<file path="src/rtl/pipeline_ctrl_pkg.sv">
// Shared definitions for the pipeline controller: state encoding, counter
// widths and the constants that identify the halt syscall in ID.
package pipeline_ctrl_pkg;

   typedef enum logic [1:0] {
      ST_RUN    = 2'b00,
      ST_DRAIN  = 2'b01,
      ST_HALTED = 2'b10
   } state_t;

   localparam int CYCLE_W = 32;
   localparam int EVT_W   = 16;

   // Halt is "syscall" (SPECIAL opcode, funct 0x0c) with $v0 == 10
   localparam logic [5:0]  OP_SPECIAL    = 6'h00;
   localparam logic [5:0]  FUNCT_SYSCALL = 6'h0c;
   localparam logic [31:0] V0_EXIT       = 32'd10;

   function automatic logic is_halt(input logic [5:0]  op,
                                    input logic [5:0]  funct,
                                    input logic [31:0] v0);
      return (op == OP_SPECIAL) && (funct == FUNCT_SYSCALL) && (v0 == V0_EXIT);
   endfunction

endpackage

</file>
<file path="src/rtl/pipeline_ctrl_if.sv">
// Pipeline controller bus: hazard/decode requests in, pipeline register
// enables/flushes and performance counters out.
interface pipeline_ctrl_if;
   import pipeline_ctrl_pkg::*;

   logic               stall_req;
   logic               branch_taken;
   logic               halt_req;
   logic               go;
   logic               pc_en;
   logic               ifid_en;
   logic               ifid_flush;
   logic               idex_flush;
   logic               halted;
   logic [CYCLE_W-1:0] cycle_cnt;
   logic [EVT_W-1:0]   stall_cnt;
   logic [EVT_W-1:0]   branch_cnt;

   // Datapath / hazard side
   modport master (
      output stall_req, branch_taken, halt_req, go,
      input  pc_en, ifid_en, ifid_flush, idex_flush, halted,
      input  cycle_cnt, stall_cnt, branch_cnt
   );

   // Controller side
   modport slave (
      input  stall_req, branch_taken, halt_req, go,
      output pc_en, ifid_en, ifid_flush, idex_flush, halted,
      output cycle_cnt, stall_cnt, branch_cnt
   );

endinterface

</file>
<file path="src/rtl/pipeline_ctrl_sat_counter.sv">
// Event counter with selectable saturate-at-all-ones or wrap-around behaviour.
module sat_counter #(
   parameter int W   = 16,
   parameter bit SAT = 1'b1
) (
   input  logic         clk,
   input  logic         rst_n,
   input  logic         inc,
   output logic [W-1:0] count
);

   // Count one per enabled cycle; a saturating counter parks at all-ones
   always_ff @(posedge clk or negedge rst_n) begin
      if (!rst_n)
         count <= '0;
      else if (inc && !(SAT && (&count)))
         count <= count + W'(1);
   end

endmodule

</file>
<file path="src/rtl/pipeline_ctrl.sv">
// Five-stage pipeline controller: resolves branch / load-use / halt requests
// into PC and IF/ID/ID-EX controls, sequences halt -> drain -> halted -> resume,
// and keeps cycle, stall and branch counters.
module pipeline_ctrl
   import pipeline_ctrl_pkg::*;
#(
   parameter int DRAIN_CYCLES = 3
) (
   input logic            clk,
   input logic            rst_n,
   pipeline_ctrl_if.slave bus
);

   localparam int             DW         = (DRAIN_CYCLES > 1) ? $clog2(DRAIN_CYCLES) : 1;
   localparam logic [DW-1:0]  DRAIN_LOAD = DW'(DRAIN_CYCLES - 1);

   state_t        state;
   logic [DW-1:0] drain_cnt;
   logic          in_run;
   logic          take_br;
   logic          take_stall;
   logic          take_halt;

   // Request priority in RUN: branch (ID is wrong-path) > stall > halt
   assign in_run     = (state == ST_RUN);
   assign take_br    = in_run && bus.branch_taken;
   assign take_stall = in_run && !bus.branch_taken && bus.stall_req;
   assign take_halt  = in_run && !bus.branch_taken && !bus.stall_req && bus.halt_req;

   // Control FSM and drain countdown; drain_cnt==0 marks the last DRAIN cycle
   always_ff @(posedge clk or negedge rst_n) begin
      if (!rst_n) begin
         state     <= ST_RUN;
         drain_cnt <= '0;
      end else begin
         case (state)
            ST_RUN: begin
               if (take_halt) begin
                  state     <= ST_DRAIN;
                  drain_cnt <= DRAIN_LOAD;
               end
            end
            ST_DRAIN: begin
               if (drain_cnt == '0)
                  state <= ST_HALTED;
               else
                  drain_cnt <= drain_cnt - DW'(1);
            end
            ST_HALTED: begin
               if (bus.go)
                  state <= ST_RUN;
            end
            default: state <= ST_RUN;
         endcase
      end
   end

   // Pipeline controls straight from state and requests; reset forces a full flush
   always_comb begin
      bus.pc_en      = 1'b0;
      bus.ifid_en    = 1'b0;
      bus.ifid_flush = 1'b0;
      bus.idex_flush = 1'b1;
      bus.halted     = 1'b0;
      if (!rst_n) begin
         bus.ifid_flush = 1'b1;
      end else begin
         case (state)
            ST_RUN: begin
               if (bus.branch_taken) begin
                  bus.pc_en      = 1'b1;
                  bus.ifid_en    = 1'b1;
                  bus.ifid_flush = 1'b1;
               end else if (!bus.stall_req && !bus.halt_req) begin
                  bus.pc_en      = 1'b1;
                  bus.ifid_en    = 1'b1;
                  bus.idex_flush = 1'b0;
               end
            end
            ST_HALTED: bus.halted = 1'b1;
            default: ;
         endcase
      end
   end

   sat_counter #(.W(CYCLE_W), .SAT(1'b0)) u_cycle_cnt (
      .clk   (clk),
      .rst_n (rst_n),
      .inc   (state != ST_HALTED),
      .count (bus.cycle_cnt)
   );

   sat_counter #(.W(EVT_W), .SAT(1'b1)) u_stall_cnt (
      .clk   (clk),
      .rst_n (rst_n),
      .inc   (take_stall),
      .count (bus.stall_cnt)
   );

   sat_counter #(.W(EVT_W), .SAT(1'b1)) u_branch_cnt (
      .clk   (clk),
      .rst_n (rst_n),
      .inc   (take_br),
      .count (bus.branch_cnt)
   );

endmodule

</file>
<file path="src/flat_wrapper.sv">
// flat-port wrapper written by rule: the top's interface ports become plain ports
module pipeline_ctrl_flat import pipeline_ctrl_pkg::*;
#(
   parameter int DRAIN_CYCLES = 3
)
  (clk, rst_n, bus_stall_req, bus_branch_taken, bus_halt_req, bus_go, bus_pc_en, bus_ifid_en, bus_ifid_flush, bus_idex_flush, bus_halted, bus_cycle_cnt, bus_stall_cnt, bus_branch_cnt);
  pipeline_ctrl_if bus_i ();
  input logic clk;
  input logic rst_n;
  input wire logic [$bits(bus_i.stall_req)-1:0] bus_stall_req;
  input wire logic [$bits(bus_i.branch_taken)-1:0] bus_branch_taken;
  input wire logic [$bits(bus_i.halt_req)-1:0] bus_halt_req;
  input wire logic [$bits(bus_i.go)-1:0] bus_go;
  output wire logic [$bits(bus_i.pc_en)-1:0] bus_pc_en;
  output wire logic [$bits(bus_i.ifid_en)-1:0] bus_ifid_en;
  output wire logic [$bits(bus_i.ifid_flush)-1:0] bus_ifid_flush;
  output wire logic [$bits(bus_i.idex_flush)-1:0] bus_idex_flush;
  output wire logic [$bits(bus_i.halted)-1:0] bus_halted;
  output wire logic [$bits(bus_i.cycle_cnt)-1:0] bus_cycle_cnt;
  output wire logic [$bits(bus_i.stall_cnt)-1:0] bus_stall_cnt;
  output wire logic [$bits(bus_i.branch_cnt)-1:0] bus_branch_cnt;
  assign bus_i.stall_req = bus_stall_req;
  assign bus_i.branch_taken = bus_branch_taken;
  assign bus_i.halt_req = bus_halt_req;
  assign bus_i.go = bus_go;
  assign bus_pc_en = bus_i.pc_en;
  assign bus_ifid_en = bus_i.ifid_en;
  assign bus_ifid_flush = bus_i.ifid_flush;
  assign bus_idex_flush = bus_i.idex_flush;
  assign bus_halted = bus_i.halted;
  assign bus_cycle_cnt = bus_i.cycle_cnt;
  assign bus_stall_cnt = bus_i.stall_cnt;
  assign bus_branch_cnt = bus_i.branch_cnt;
  pipeline_ctrl #(.DRAIN_CYCLES(DRAIN_CYCLES)) u_core (.clk(clk), .rst_n(rst_n), .bus(bus_i));
endmodule
</file>
<file path="config.mk">
export PLATFORM = sky130hd
export DESIGN_NAME = pipeline_ctrl_flat
export DESIGN_NICKNAME = d
export VERILOG_FILES = /design/src/rtl/pipeline_ctrl_pkg.sv /design/src/rtl/pipeline_ctrl_if.sv /design/src/rtl/pipeline_ctrl_sat_counter.sv /design/src/rtl/pipeline_ctrl.sv /design/src/flat_wrapper.sv
export SDC_FILE = /design/constraint.sdc
export NUM_CORES = 1
export LEC_CHECK = 0
export ABC_AREA = 1
export BUFFER_PORTS_ARGS = -buffer_cell sky130_fd_sc_hd__buf_2
export CORE_MARGIN = 2
export CORE_UTILIZATION = 30
export DETAILED_ROUTE_END_ITERATION = 6
export MAX_ROUTING_LAYER = met4
export SLEW_MARGIN = 0
export SYNTH_ARGS = -nofsm -noshare
export SYNTH_HDL_FRONTEND = slang
export SYNTH_SLANG_ARGS = --single-unit
</file>
<file path="constraint.sdc">
create_clock -name clk -period 3.75 [get_ports clk]
set_input_delay 0.75 -clock clk [delete_from_list [all_inputs] [get_ports clk]]
set_output_delay 0.75 -clock clk [all_outputs]
set_load 0.1 [all_outputs]
</file>
==> Word-level counts from Yosys, hierarchy flattened <==
Index checks and enable logic that the tools add are counted.
{ "totals": {"ff_bits": 68} }
{ "classes": {"addsub": 4, "n_eq_ne": 7, "muxes": 20, "n_reduce_logical": 20} }
{ "op_table": {"columns": ["operator", "n"], "rows": [
  ["16-bit by 1-bit adder with 16-bit output, second input constant", 2],
  ["32-bit by 1-bit adder with 32-bit output, second input constant", 1],
  ["16-bit AND reduction", 2],
  ["1-bit 2-to-1 mux", 13],
  ["2-bit 2-to-1 mux", 5],
  ["1-bit logical AND", 8],
  ["2-bit != test, second input constant", 4],
  ["2-bit case mux with 3 select lines", 1],
  ["3-bit AND reduction", 2],
  ["1-bit zero test", 5],
  ["2-bit zero test", 2],
  ["2-bit case mux with 2 select lines", 1],
  ["2-bit by 1-bit == test with 1-bit output, second input constant", 1],
  ["2-bit == test, second input constant", 1],
  ["2-bit by 1-bit != test with 1-bit output, second input constant", 1],
  ["2-bit nonzero test", 1],
  ["2-bit by 1-bit subtractor with 2-bit output, second input constant", 1]
]} }

==> Longest topological paths before layout <==
Gate-level depths: netlist of run 1.
{ "logic_depth": {"depth_word": 6, "depth_mapped": 9, "depth_no_buf": 9} }

==> By module <==
From an unflattened synthesis of run 1, not the netlist that was laid out.
{ "hier_totals": {"cells_unflattened": 584, "area_unflattened_um2": 4140.2} }
{ "by_module_without_submodules": {"columns": ["module", "instances", "cells_each", "area_each_um2"], "rows": [
  ["sat_counter (u_core.u_branch_cnt ...)", 2, 158, 1052.3],
  ["sat_counter (u_core.u_cycle_cnt)", 1, 229, 1761.7],
  ["pipeline_ctrl", 1, 39, 274.0]
]} }

==> Worst setup path before layout of run 1 <==
OpenSTA, ideal clock, no wires.
{ "synth_timing": {"kind": "in2out", "from": "input port bus_stall_req", "to": "output port bus_pc_en", "arrival_time_ps": 2713, "slack_ps": 287, "stages": 4, "path_buffers": 1, "cell_sequence": "nor2_1 o21ai_0 nor2_1 buf_4"} }
{ "synth_between": {"elab_chain_cells": 6} }
{ "synth_lines": {"columns": ["element", "line", "source"], "rows": [
  ["start, declared", "flat_wrapper.sv:10", "input wire logic [$bits(bus_i.stall_req)-1:0] bus_stall_req;"],
  ["1-bit zero test", "pipeline_ctrl.sv:74", "end else if (!bus.stall_req && !bus.halt_req) begin"],
  ["1-bit logical AND", "pipeline_ctrl.sv:74", null],
  ["1-bit 2-to-1 mux (4 in a row)", null, null],
  ["end, declared", "flat_wrapper.sv:14", "output wire logic [$bits(bus_i.pc_en)-1:0] bus_pc_en;"]
]} }
Every way passes these cells.

==> Worst setup path after layout of run 1 <==
{ "layout_timing": {"from": "input port rst_n", "to": "output port bus_ifid_flush"} }
{ "layout_between": {"elab_chain_cells": 1} }
{ "layout_lines": {"columns": ["element", "line", "source"], "rows": [
  ["start, declared", "flat_wrapper.sv:9", "input logic rst_n;"],
  ["1-bit 2-to-1 mux", "pipeline_ctrl.sv:65", "if (!rst_n) begin"],
  ["end, declared", "flat_wrapper.sv:16", "output wire logic [$bits(bus_i.ifid_flush)-1:0] bus_ifid_flush;"]
]} }
Every way passes these cells.

==> results.cfg, run 1 <==
[finish]
nets = 612
design_area_mm2 = 0.00474
final_common_cell = nand2_1
drive_above_1_share = 0.180
area_growth_syn_to_layout_pct = 22.5
layout_common_cells = nand2_1 (197), buf_2 (74), dfrtp_1 (68)

[worst_setup_path]
crit_fanout = 29
start_kind = input port
required_ns = 3.00
worstPathArrival_ns = 1.77
end_kind = output pin
crit_type = in -> out

[clock_tree]
h-tree-depth = 3
tritoncts = built
cts_buffers = 9
clock-sinks = 68
post_cts_resize_count = 0
postCtsHoldBufs = 0
cts.path.max_buffers = 2
clk_pin_slew_ns = 0.06
post_cts_buffers = 0
clkLatencyLatePin_ns = 0.33
cts-root-buf = clkbuf_16

[floorplan]
core_area_mm2 = 0.0126
num_rows = 41
io-pin-count = 75
start_util = 0.307
die_area_mm2 = 0.0138
chipWidth_um = 118
die_y_um = 118

[sta]
finalSetupTns_ns = 0
rsz0062_at_grt = false
slew_violations = 0
period_share = 0.672
period_needed_ns = 2.52
holdWs_ns = 0.266
max_slew_margin = 0.585
fin_skew_ns = 0.00584
hold_violations = 0
worst_slew_pin_slew_ns = 0.622
fmaxAchievable_mhz = 397
setup_viol = 0

[synth]
seq_area_frac_synth = 0.440
async_flop_share = 1.00
syn_inst = 519
synth_compound_area_frac = 0.0301
synth_edf_count = 0
synth_simple_gate_area_share = 0.371
yosys_warnings = 0
ys_ff_latch = 68
dominantRegCellSynth = dfrtp_1
synth_fp_nets = 529
yosys.area_share.adder = 0.0129
syn_avg_cell_area_um2 = 7.46
synth_top_family_by_area = simple AND/OR/NAND/NOR gates
synthXorXnorAreaFrac = 0.0792
synthMuxAreaShare = 0
syn_area_mm2 = 0.00387
ys_types = 28

[drt]
vias = 3505
met2_length_mm = 4.17
met3_length_um = 542
highest_layer = met4
m1WireLength_mm = 4.39
drt_iter0_markers = 293
drc = 0
first_pass_iters = 4
wl_mm = 9.26
postRouteAntennaNets = 0
post_drt_via_cell_ratio = 4.49
post_drt_wl_per_cell_um = 11.9

[global_route]
grt_pass1_wl_mm = 15.7
grt_max_degree = 34
grt_pass1_vias = 3263
antenna_found_initial = 1
grt_usage = 0.143
grt-ovfl-total = 0

[worst_hold_path]
hp-class = in -> async

[placement]
place_congestion = 0.859
dp_hpwl_mm = 6.93
io_buffers = 74
placedInstanceArea_mm2 = 0.00442

[power]
power.total_mw = 3.33
p_leak_nw = 2.42
vdd.ir_drop.worst_mv = 0.451
power_density_mw_per_mm2 = 702

[job]
maxCapViolCount = 0

[outcome]
status = complete, no violations
-- cell families (layout without fill, tap and decap cells) --
logic type | count (synthesis) | after routing
AOI/OAI and AO/OA | 22 | 22
other | 0 | 1
buffers and inverters | 60 | 148
and+or+nand+nor | 330 | 330
xor gates and xnor gates | 35 | 35
DFF | 68 | 68
adders and majority gates | 4 | 4
-- registers in the layout, indices dropped and copies added, names as in the netlist --
| signal | count |
|---|---|
| u_core.u_branch_cnt.count | 16 |
| u_core.u_stall_cnt.count | 16 |
| u_core.u_cycle_cnt.count | 32 |
| u_core.state | 2 |
| u_core.drain_cnt | 2 |
-- report_power, final --
part           internal, mW  switching (mW)  leakage, nW  total [mW]
registers             0.856           0.155        0.920        1.01
clock network         0.599           0.316        0.153       0.915
logic                 0.249            1.15         1.35        1.40
total                  1.71            1.63         2.42        3.33
-- through the flow --
stage	setup slack (ns)	std cells	util
global placement	1.18	763	0.350
finish	1.23	780	0.376
floorplan	0.287	519	-
CTS	1.17	779	0.376
detailed placement	1.17	763	0.350
global route	1.09	780	0.376
-- area by class of cell --
cell class              instances  area [µm²]
diodes                          1        2.50
clock buffers                  12         246
clock inverters                 4        72.6
fillers                      1399        7880
inverters                      56         210
multi-input cells             391        1910
flip-flops and latches         68        1700
well taps                     172         215
repair buffers                 76         385
-- cells in the mapped netlist (3+ instances only) --
master	number	area (µm²)
nand2_4	3	33.8
nand4_1	17	106
nand2_1	197	739
o21ai_0	18	90.1
nand3b_1	8	60.1
xnor2_1	19	166
ha_1	4	50.1
nand3_1	28	140
inv_1	54	203
dfrtp_1	68	1700
nor2_2	6	37.5
xor2_1	16	140
nor2_1	58	218
nor3_1	5	25.0
-- per-layer routing --
layer,global-route usage,vias up
met1,0.186,1630
met5,-,-
met2,0.213,72
met3,0.0305,11
li1,-,1792
met4,0.0700,0
-- worst paths after layout --
kind	start	end	slack, ns	cells past startpoint
max	rst_n	bus_ifid_flush	1.23	4
min	rst_n	u_core.u_stall_cnt.count[7]	0.27	1
max reg2reg	u_core.u_branch_cnt.count[0]	u_core.u_branch_cnt.count[10]	2.02	6
min reg2reg	u_core.u_cycle_cnt.count[28]	u_core.u_cycle_cnt.count[28]	0.52	2
max in group asynchronous	rst_n	u_core.u_cycle_cnt.count[23]	2.79	2
min in group clk	u_core.u_cycle_cnt.count[28]	u_core.u_cycle_cnt.count[28]	0.52	2
-- critical path, stage by stage --
cell and delay [ns]:
buf_2 0.22, buf_4 0.40, nand2_1 0.09, buf_2 0.30
Note: power is estimated with default switching activity, not from simulation.
==> inputs of run 2 (changes only) <==
==> constraint.sdc (replaced) <==
create_clock -name clk -period 2.17 [get_ports clk]
set_input_delay 0.434 -clock clk [delete_from_list [all_inputs] [get_ports clk]]
set_output_delay 0.434 -clock clk [all_outputs]
set_load 0.1 [all_outputs]
==> results.cfg, run 2 (same netlist as run 1, synthesis figures left out) <==
[outcome]
status = complete, no violations

[worst_setup_path]
cp_slowest_cell = buf_2
crit_chain = nor2_1 -> nand2_1 -> nand2_1 -> buf_2
end_kind = output pin
cpPeakStageDelay_ns = 0.42
worstPathArrival_ns = 1.58
cpLargestDelayFamily = buffers and inverters
start_kind = flop
cp.buffers_inverters = 1
cp_common_cell = nand2_1
required_ns = 1.74
crit_fanout = 5
crit_type = reg -> out

[drt]
post_drt_via_cell_ratio = 4.46
postRouteAntennaNets = 0
post_drt_wl_per_cell_um = 11.9
drt_iter0_markers = 225
first_pass_iters = 5
vias = 3486
wl_mm = 9.32
drc = 0

[clock_tree]
tritoncts = built
post_cts_buffers = 0
cts.path.max_buffers = 2
post_cts_resize_count = 0
clkLatencyLatePin_ns = 0.33
clock-sinks = 68
cts-root-buf = clkbuf_16
clk_pin_slew_ns = 0.06
cts_buffers = 9
h-tree-depth = 3
postCtsHoldBufs = 0

[sta]
fin_skew_ns = 0.00447
worst_slew_pin_slew_ns = 0.498
finalSetupTns_ns = 0
fmaxAchievable_mhz = 497
setup_ws_ns = 0.157
max_slew_margin = 0.670
setup_viol = 0
hold_violations = 0
rsz0062_at_grt = false
period_share = 0.928
slew_violations = 0
period_needed_ns = 2.01

[finish]
drive_above_1_share = 0.197
fin_cells = 781
nets = 615
regMostFlops = u_core.u_cycle_cnt.count
largest_reg_flops = 32
antennaDiodeCount = 0
post-route-util = 0.380
final_common_cell = nand2_1
nFillCells = 1314
largestRegisters = u_core.u_cycle_cnt.count: 32 flops, u_core.u_branch_cnt.count: 16 flops, u_core.u_stall_cnt.count: 16 flops
area_growth_syn_to_layout_pct = 23.9
layout_common_cells = nand2_1 (197), buf_2 (71), dfrtp_1 (62)

[floorplan]
chipWidth_um = 118
num_rows = 41
start_util = 0.307
io-pin-count = 75
die_area_mm2 = 0.0138
die_y_um = 118
core_area_mm2 = 0.0126

[global_route]
grt_pass1_vias = 3191
antenna_found_initial = 0
grt_pass1_wl_mm = 15.9
grt_max_degree = 33
grt-ovfl-total = 0
grt_usage = 0.145

[power]
p_leak_nw = 2.44
vdd.ir_drop.worst_mv = 0.969
power_density_mw_per_mm2 = 1190
power.total_mw = 5.69

[placement]
placedCellCount = 766
dp_worst_setup_slack_ns = 0.480
io_buffers = 74
place_congestion = 0.841
dp_hpwl_mm = 7.09

[job]
maxCapViolCount = 0

[worst_hold_path]
hp-class = in -> async
[run 2: cell count changes in the layout (fill, tap and decap cells not counted), sizes merged]
cell | before | now
buf | 76 | 79
bufinv | 2 | 0
clkbuf | 12 | 14
clkinvlp | 1 | 0
diode | 1 | 0
[run 2: metal layers]
metal	share of wire	routed length, µm	up-vias	global-route usage
li1	-	-	1802	-
met1	0.50	4650	1614	0.196
met2	0.45	4170	60	0.215
met3	0.039	360	10	0.0305
met4	0.016	148	0	0.0520
met5	0	0	-	-
[run 2: stage by stage]
stage	hold WS, ns	cell area (µm²)
after floorplan	0.138	3890
after global placement	0.481	4510
after detailed placement	0.492	4510
after CTS	0.198	4800
after global routing	0.198	4800
final	0.174	4800
[run 2: worst paths after layout]
kind	from	endpoint	slack [ns]	depth (start not counted)
max reg2reg	u_core.u_stall_cnt.count[0]	u_core.u_stall_cnt.count[7]	0.49	8
min reg2reg	u_core.u_cycle_cnt.count[0]	u_core.u_cycle_cnt.count[0]	0.50	1
max	u_core.state[1]	bus_ifid_flush	0.16	4
min in group clk	bus_go	u_core.state[1]	0.30	2
min	rst_n	u_core.u_stall_cnt.count[9]	0.17	2
max in group asynchronous	rst_n	u_core.u_cycle_cnt.count[0]	1.58	2
[run 2: power by group]
group | total (mW) | internal (mW) | switching [mW] | leakage, nW
registers | 1.75 | 1.49 | 0.255 | 0.913
logic | 2.52 | 0.498 | 2.02 | 1.38
clock network | 1.43 | 0.891 | 0.535 | 0.145
total | 5.69 | 2.88 | 2.81 | 2.44
[run 2: cell type report]
class	count	area, µm²	area share
clock inverter	1	5.00	0.00104
timing repair buffer	79	453	0.0944
multi-input combinational	391	1920	0.400
inverter	56	210	0.0438
sequential	68	1710	0.356
tap	172	215	0.0449
clock buffer	14	284	0.0592
==> inputs of run 3 (changes only) <==
--- a/config.mk
+++ b/config.mk
@@ -7,10 +7,14 @@
 export LEC_CHECK = 0
 export ABC_AREA = 1
 export BUFFER_PORTS_ARGS = -buffer_cell sky130_fd_sc_hd__buf_2
+export CELL_PAD_IN_SITES_DETAIL_PLACEMENT = 1
+export CELL_PAD_IN_SITES_GLOBAL_PLACEMENT = 2
 export CORE_MARGIN = 2
-export CORE_UTILIZATION = 30
+export CORE_UTILIZATION = 28
 export DETAILED_ROUTE_END_ITERATION = 6
 export MAX_ROUTING_LAYER = met4
+export PLACE_DENSITY_LB_ADDON = 0.1
+export RECOVER_POWER = 25
 export SLEW_MARGIN = 0
 export SYNTH_ARGS = -nofsm -noshare
 export SYNTH_HDL_FRONTEND = slang
==> results.cfg, run 3 (same netlist as run 1, synthesis figures left out) <==
[outcome]
status = finished, violations left
violations = capacitance limit, slew limit

[clock_tree]
tritoncts = built
clock-sinks = 68
cts.path.max_buffers = 2
clk_pin_slew_ns = 0.06
cts_buffers = 9
post_cts_buffers = 0
h-tree-depth = 3
cts-root-buf = clkbuf_16
clkLatencyLatePin_ns = 0.33

[finish]
layout_common_cells = nand2_1 (197), buf_2 (71), dfrtp_1 (62)
largest_reg_flops = 32
final_common_cell = nand2_1
multi_input_area_mm2 = 0.00192
seq_area_mm2 = 0.00171
area_growth_syn_to_layout_pct = 25.6
nFillCells = 1671
nets = 617
drive_above_1_share = 0.198
design_area_mm2 = 0.00486
regMostFlops = u_core.u_cycle_cnt.count
largestRegisters = u_core.u_cycle_cnt.count: 32 flops, u_core.u_branch_cnt.count: 16 flops, u_core.u_stall_cnt.count: 16 flops

[sta]
fmaxAchievable_mhz = 491
period_needed_ns = 2.04
finalSetupTns_ns = 0
rsz0062_at_grt = false
setup_viol = 0
slew_violations = 29
period_share = 0.939
hold_violations = 0
fin_skew_ns = 0.00637
max_slew_margin = -0.101
worst_slew_pin_slew_ns = 1.65

[worst_setup_path]
required_ns = 1.74
crit_fanout = 5
ff2ff_setup_slack_ns = 0.43
end_kind = output pin
worstReg2RegEnd = u_core.u_cycle_cnt.count[24]
crit_type = reg -> out
worstPathArrival_ns = 1.60
worstReg2RegStart = u_core.u_cycle_cnt.count[0]
start_kind = flop
r2r_cells = 8

[job]
maxCapViolCount = 1

[power]
switchingPower_mw = 2.89
p_sw_frac = 0.483
power.clock.fraction = 0.280
vdd.ir_drop.worst_mv = 0.899
intPower_mw = 3.10
p_leak_nw = 2.46
power.total_mw = 5.99
power_frac_seq = 0.293
power_density_mw_per_mm2 = 1230
p_comb_frac = 0.427

[drt]
drt_iter0_markers = 107
postRouteAntennaNets = 0
vias = 3613
post_drt_wl_per_cell_um = 14.3
first_pass_iters = 4
drc = 0
post_drt_via_cell_ratio = 4.58
wl_mm = 11.3

[placement]
dp_hpwl_mm = 8.56
placedInstanceArea_mm2 = 0.00452
place_congestion = 0.779
io_buffers = 74

[floorplan]
num_rows = 42
core_area_mm2 = 0.0133
chipWidth_um = 122
die_area_mm2 = 0.0148
start_util = 0.290
io-pin-count = 75
die_y_um = 122

[global_route]
grt_max_degree = 35
grt_pass1_vias = 3629
antenna_found_initial = 1
grt_pass1_wl_mm = 18.6
grt_usage = 0.168
grt-ovfl-total = 0

[worst_hold_path]
hp-class = in -> reg
min_from = bus_go
whs_endpoint = u_core.state[1]
holdPathStages = 2
==> run 3: cell types whose count changed in the layout (fill, tap and decap cells not counted) <==
cell	before	now
dlygate4sd3_1	0	1
buf_4	5	4
clkbuf_1	1	2
clkbuf_2	0	1
clkinvlp_4	0	1
bufinv_16	0	2
clkinv_2	1	0
clkbuf_8	4	3
diode_2	0	1
==> run 3: area by class of cell <==
type,instances,share of cell area
flip-flops and latches,68,0.351
repair buffers,81,0.0954
clock buffers,13,0.0556
inverters,56,0.0432
diodes,1,0.000515
well taps,176,0.0453
clock inverters,3,0.0139
multi-input cells,391,0.395
==> run 3: worst max-delay path by stage <==
stage,endpoint,cells past startpoint,startpoint,slack [ns]
floorplan,u_core.u_stall_cnt.count[13],7,u_core.u_stall_cnt.count[3],0.1
global placement,bus_pc_en,6,bus_stall_req,0.42
detailed placement,u_core.u_cycle_cnt.count[24],8,u_core.u_cycle_cnt.count[0],0.40
CTS,bus_pc_en,5,u_core.state[1],0.07
global route,bus_ifid_en,5,u_core.state[1],0.004
finish,bus_pc_en,5,u_core.state[1],0.13
==> run 3: power by group through the flow <==
stage               Sequential, mW  Combinational, mW  Clock [mW]
finish                        1.76               2.56        1.68
global route                  1.80               2.72        1.78
CTS                           1.77               2.60        1.73
detailed placement            1.79               2.59           0
global placement              1.77               2.56           0
floorplan                     2.96              0.884           0
==> run 3: through the flow <==
stage / setup WS (ns) / cells / util / hold WS, ns
3_5_place_dp: 0.397 / 771 / 0.339 / 0.328
5_1_grt: 0.00373 / 789 / 0.364 / 0.300
6_report: 0.133 / 789 / 0.364 / 0.282
2_1_floorplan: 0.0992 / 519 / - / 0.138
4_1_cts: 0.0734 / 788 / 0.365 / 0.272
3_3_place_gp: 0.421 / 771 / 0.339 / 0.332
==> run 3: critical path, stage by stage (launching register included) <==
cell and delay [ns]:
dfrtp_1 0.43, nor2_1 0.18, o21ai_0 0.15, buf_4 0.18, nor2_4 0.14, buf_12 0.19
==> run 3: layer usage <==
metal,up-vias,GRT usage,share of wire
met5,-,-,0
met4,0,0.0575,0.013
met3,10,0.0300,0.039
met2,56,0.252,0.45
met1,1745,0.229,0.49
li1,1802,-,-
==> run 3: repair_timing <==
item / 4_1_cts / 5_1_grt
endpoints found under the hold margin: 6 / 0
gates resized for setup: 0 / 0
hold buffers: 1 / 0
